[config.mk]
export PLATFORM = sky130hd
export DESIGN_NAME = exe_mul_sequencer
export DESIGN_NICKNAME = d
export VERILOG_FILES = /design/src/rtl/exe_mul_sequencer.sv
export SDC_FILE = /design/constraint.sdc
export NUM_CORES = 1
export LEC_CHECK = 0
export CORE_MARGIN = 2
export CORE_UTILIZATION = 25
export CTS_BUF_LIST = sky130_fd_sc_hd__clkbuf_8
export CTS_CLUSTER_DIAMETER = 100
export DETAILED_ROUTE_END_ITERATION = 10
export SLEW_MARGIN = 20
export SYNTH_ARGS = -nofsm -noshare
export SYNTH_HDL_FRONTEND = slang
export SYNTH_SLANG_ARGS = --single-unit
[constraint.sdc]
create_clock -name clk -period 2.8 [get_ports clk]
set_input_delay 0.56 -clock clk [delete_from_list [all_inputs] [get_ports clk]]
set_output_delay 0.56 -clock clk [all_outputs]
set_load 0.03 [all_outputs]
[src/rtl/exe_mul_sequencer.sv]
// exe_mul_sequencer: multi-cycle radix-2 shift-add MUL controller for the
// scalar execute stage. It retires one multiplier bit per cycle, returns the
// low XLEN bits of the product, stalls the pipeline while busy and aborts on
// a branch/jump flush.
// Optional build macro: MUL_EARLY_EXIT_EN. When it is defined, BUSY ends as
// soon as the remaining multiplier bits are exhausted. The result is
// identical either way; only the latency changes.

`ifndef ALU_OP_W
`define ALU_OP_W 8
`endif
`ifndef ALU_OP_ADD
`define ALU_OP_ADD 8'h01
`endif
`ifndef ALU_OP_MUL
`define ALU_OP_MUL 8'h0c
`endif

module exe_mul_sequencer #(
  parameter int unsigned XLEN = 64
) (
  input  logic                 clk,
  input  logic                 rst_n,
  input  logic                 req_valid_i,
  input  logic [`ALU_OP_W-1:0] alu_opcode_i,
  input  logic [XLEN-1:0]      operand_rs1_i,
  input  logic [XLEN-1:0]      operand_rs2_i,
  input  logic [4:0]           rd_addr_i,
  output logic                 req_ready_o,
  input  logic                 flush_i,
  output logic                 resp_valid_o,
  input  logic                 resp_ready_i,
  output logic [XLEN-1:0]      resp_result_o,
  output logic [4:0]           resp_rd_o,
  output logic                 stall_o,
  output logic                 busy_o
);

  // Iteration counter width, derived from XLEN.
  localparam int unsigned CNT_W = $clog2(XLEN) + 1;

  typedef enum logic [1:0] {
    S_IDLE = 2'd0,
    S_BUSY = 2'd1,
    S_DONE = 2'd2
  } state_t;

  state_t          state;
  logic [XLEN-1:0] acc;
  logic [XLEN-1:0] mcand;
  logic [XLEN-1:0] mplier;
  logic [CNT_W-1:0] cnt;
  logic [4:0]      rd_q;
  logic            accept;
  logic            last_step;

  // Request handshake: only a MUL arriving in IDLE without a flush is taken.
  always_comb begin
    accept = req_valid_i & (state == S_IDLE) &
             (alu_opcode_i == `ALU_OP_MUL) & ~flush_i;
  end

  // Decide whether the current BUSY cycle is the final iteration.
`ifdef MUL_EARLY_EXIT_EN
  // Finishing when at most the low multiplier bit remains covers both an
  // already-zero multiplier and one that becomes zero after this step, which
  // gives max(1, msb index + 1) BUSY cycles.
  always_comb begin
    last_step = (cnt == CNT_W'(XLEN - 1)) | (mplier[XLEN-1:1] == '0);
  end
`else
  always_comb begin
    last_step = (cnt == CNT_W'(XLEN - 1));
  end
`endif

  // Pipeline stall: asserted from the accept cycle until the result is taken.
  always_comb begin
    stall_o = accept | (state == S_BUSY) | ((state == S_DONE) & ~resp_ready_i);
  end

  // Result and rd are only presented while the response is valid.
  always_comb begin
    resp_result_o = resp_valid_o ? acc  : '0;
    resp_rd_o     = resp_valid_o ? rd_q : '0;
  end

  // Controller FSM with datapath registers and registered status outputs.
  always_ff @(posedge clk) begin
    if (!rst_n) begin
      state        <= S_IDLE;
      acc          <= '0;
      mcand        <= '0;
      mplier       <= '0;
      cnt          <= '0;
      rd_q         <= '0;
      req_ready_o  <= 1'b1;
      busy_o       <= 1'b0;
      resp_valid_o <= 1'b0;
    end else if (flush_i) begin
      state        <= S_IDLE;
      req_ready_o  <= 1'b1;
      busy_o       <= 1'b0;
      resp_valid_o <= 1'b0;
    end else begin
      case (state)
        S_IDLE: begin
          if (accept) begin
            acc         <= '0;
            mcand       <= operand_rs1_i;
            mplier      <= operand_rs2_i;
            cnt         <= '0;
            rd_q        <= rd_addr_i;
            state       <= S_BUSY;
            req_ready_o <= 1'b0;
            busy_o      <= 1'b1;
          end
        end
        S_BUSY: begin
          if (mplier[0]) begin
            acc <= acc + mcand;
          end
          mcand  <= mcand << 1;
          mplier <= mplier >> 1;
          cnt    <= cnt + 1'b1;
          if (last_step) begin
            state        <= S_DONE;
            resp_valid_o <= 1'b1;
          end
        end
        S_DONE: begin
          if (resp_ready_i) begin
            state        <= S_IDLE;
            resp_valid_o <= 1'b0;
            busy_o       <= 1'b0;
            req_ready_o  <= 1'b1;
          end
        end
        default: begin
          state        <= S_IDLE;
          resp_valid_o <= 1'b0;
          busy_o       <= 1'b0;
          req_ready_o  <= 1'b1;
        end
      endcase
    end
  end

endmodule

==> results.json <==
{
  "numCtsBuffers": 42,
  "fp.dieArea_um2": 54220,
  "ys_ff_latch": 209,
  "cp_data_required_time_ns": 3.32,
  "vias_per_cell": 4.846,
  "synth.area.top_cells": "dfxtp_1 32%, mux2i_1 9.6%, o211a_1 9.6%",
  "hpwlAfterDp_um": 31310,
  "fp.dieH_um": 232.9,
  "nNetsFinal": 2041,
  "drc": 0,
  "cpMaxStageDelayCell": "dfxtp_2",
  "crit_buf_inv": 3,
  "wl_um": 42530,
  "tightest_slew_ns": 0.7813,
  "grt.overflow.total": 0,
  "seq_area_frac_synth": 0.3195,
  "rsz0062_at_grt": "yes",
  "clk_transition_reported_paths_ns": 0.06,
  "rows": 83,
  "peakVddDrop_v": 0.0002249,
  "p_leak_nw": 9.750,
  "top_level_ports": 219,
  "grt_pass1_wl_um": 65940,
  "synth_edf_count": 0,
  "synth_top_area_share": 0.3195,
  "areaGrowthSynthToFinish_pct": 42.11,
  "status": "finished, violations left",
  "ys_warn_count": 0,
  "crit_path_end_kind": "register",
  "hold_viol": 0,
  "fin_crit_sh": 1.106,
  "p_per_area_nw_per_um2": 372.0,
  "place.port_buffers": 218,
  "period_needed_ns": 3.097,
  "die_w_um": 232.9,
  "drv_slew": 0,
  "power.total_mw": 6.923,
  "grt_pass1_vias": 12230,
  "setup_ws_ns": -0.2966,
  "cts_tree": "done",
  "asyncSetResetFlopFracSynth": 0,
  "path_max_fanout": 5,
  "ant_nets": 0,
  "syn_nets": 1731,
  "max-slew-margin-rel": 0.4791,
  "syn_area_um2": 13090,
  "slowest_delay_ns": 0.35,
  "firstDrtPassIters": 6,
  "violations": "negative setup slack",
  "drive_gt1_frac": 0.1785,
  "synth_cells": 1520,
  "initial_utilization": 0.2542,
  "drt_iter0_drc": 549,
  "cap_violations": 0,
  "synth.distinct_cells": 74,
  "critPathTopFamily": "compound AO/OA/AOI/OAI gates",
  "finalClockSkew_ns": 0.01801,
  "htreeDepth": 2,
  "grt.total_usage": 0.1523,
  "cts.sinks": 209,
  "core_area_um2": 51510,
  "synth_flop_cell": "dfxtp_1",
  "hold_ws_ns": 0.2720,
  "wl_per_cell_um": 16.73,
  "critPathLaunchType": "register",
  "setup_viol": 13,
  "worstHoldPathType": "input port to register",
  "r2r_setup_slack_ns": -0.30,
  "crit_chain": "ha_4 > inv_2 > fa_2 > and2b_1 > o2111ai_2 > a21boi_2 > buf_4 > a211oi_4 > o311ai_4 > a41oi_4 > o21ai_2 > buf_6 > a31oi_4 > xor2_1 > o21ai_1",
  "criticalPathCategory": "register to register",
  "fmax_mhz": 322.9,
  "grt_max_degree": 68,
  "antenna_found_initial": 2,
  "synth_area_per_cell_um2": 8.614,
  "cts_root_buf": "clkbuf_8",
  "critPathArrivalTime_ns": 3.62,
  "clk_latency_ns": 0.60,
  "finalWeightedCongestion": 0.8850,
  "vias": 12320,
  "netlist.top_cell.by_area": "dfxtp_1",
  "cts.path.max_buffers": 3
}
-- worst register-to-register path, stage by stage (launching register included) --
cell and delay (ns):
dfxtp_2 0.35, ha_4 0.14, inv_2 0.03, fa_2 0.33
and2b_1 0.24, o2111ai_2 0.14, a21boi_2 0.27, buf_4 0.16
a211oi_4 0.06, o311ai_4 0.33, a41oi_4 0.23, o21ai_2 0.18
buf_6 0.17, a31oi_4 0.10, xor2_1 0.16, o21ai_1 0.14
-- final cells by class --
type / count / area, um^2
clock buffer: 58 / 798.3
inverter: 22 / 82.58
timing repair buffer: 383 / 3590
clock inverter: 16 / 151.4
antenna: 2 / 5.005
sequential: 209 / 4192
multi-input combinational: 1172 / 8939
tap: 680 / 850.8
fill: 5270 / 32900
-- through the flow --
stage	setup TNS, ns	util	area, um^2	instances	setup slack (ns)
finish	-2.727	0.3613	18610	2542	-0.2966
global route	-5.662	0.3612	18610	2541	-0.4380
CTS	-4.034	0.3534	18200	2534	-0.3553
detailed placement	-29.19	0.3287	16930	2448	-0.4266
global placement	-28.61	0.3287	16930	2448	-0.3443
floorplan	0	-	13110	1520	0.03442
-- registers in the layout (all words and copies together) (netlist names) --
register and cells:
mcand 64, cnt 7, busy_o 1, resp_valid_o 1, acc 64, mplier 64, req_ready_o 1, rd_q 5
state 2
-- metal layers --
| layer | global-route usage | up-vias | part of all wire |
|---|---|---|---|
| li1 | - | 6127 | - |
| met1 | 0.2033 | 5856 | 0.47 |
| met2 | 0.2507 | 272 | 0.46 |
| met3 | 0.02684 | 61 | 0.048 |
| met4 | 0.04260 | 2 | 0.019 |
| met5 | 0 | - | 0.00026 |
-- where the power goes --
group / switching [mW] / internal [mW] / total, mW
logic: 0.125 / 0.235 / 0.360
registers: 0.00143 / 2.98 / 2.98
clock network: 1.47 / 2.11 / 3.59
-- logic make-up after synthesis --
kind of cell,share of synthesized area
XOR/XNOR,0.04013
adder cells (fa/ha/maj),0.06269
multiplexers,0.09718
buffers and inverters,0.04147
flip-flops,0.3195
AO/OA/AOI/OAI,0.2647
AND/OR/NAND/NOR,0.1743
-- synthesized netlist by cell type (31+ instances only) --
cell type / instances
clkbuf_1: 89
nand2_1: 222
a21o_1: 47
dfxtp_1: 209
xor2_1: 34
ha_1: 64
a21oi_1: 81
a22oi_1: 31
and2_1: 75
mux2i_1: 126
nor2b_1: 45
o211a_1: 126
nor2_1: 41
o21ai_0: 44
-- worst paths after layout --
kind | start | end | depth (start not counted)
min reg2reg | busy_o | busy_o | 2
max reg2reg | acc[0] | acc[58] | 15
min | rst_n | rd_q[0] | 2
max | acc[0] | acc[58] | 15
-- layout by cell type (no fill, tap or decap), types with 6 or more instances in the layout --
cell and count:
xnor2_1 24, o21bai_1 16, a21boi_2 7, xor2_1 32
ha_1 47, clkdlybuf4s50_1 213, nor2b_1 45, nand4_1 15
clkbuf_8 58, clkinv_2 7, nand3_1 16, a22oi_1 31
a21oi_2 10, and3_1 12, dfxtp_2 6, nor2_1 40
nor3_1 10, nand2_1 222, ha_4 13, or3_1 6
a21o_1 47, o21ai_0 40, a21oi_1 70, buf_4 146
nor4_1 7, inv_1 26, buf_12 11, dfxtp_1 203
buf_6 11, a31oi_1 8, o21ai_1 21, mux2i_1 126
o211a_1 126, and2_1 75, nand2b_1 7
-- what timing repair did --
action                                 4_1_cts  5_1_grt
gates resized for setup                     45       63
pin swaps                                   36       44
endpoints found under the hold margin        0        0
hold buffers                                 0        0
setup endpoints to repair                   35       36
buffers inserted                            12        7
(Power assumes the default switching activity.)
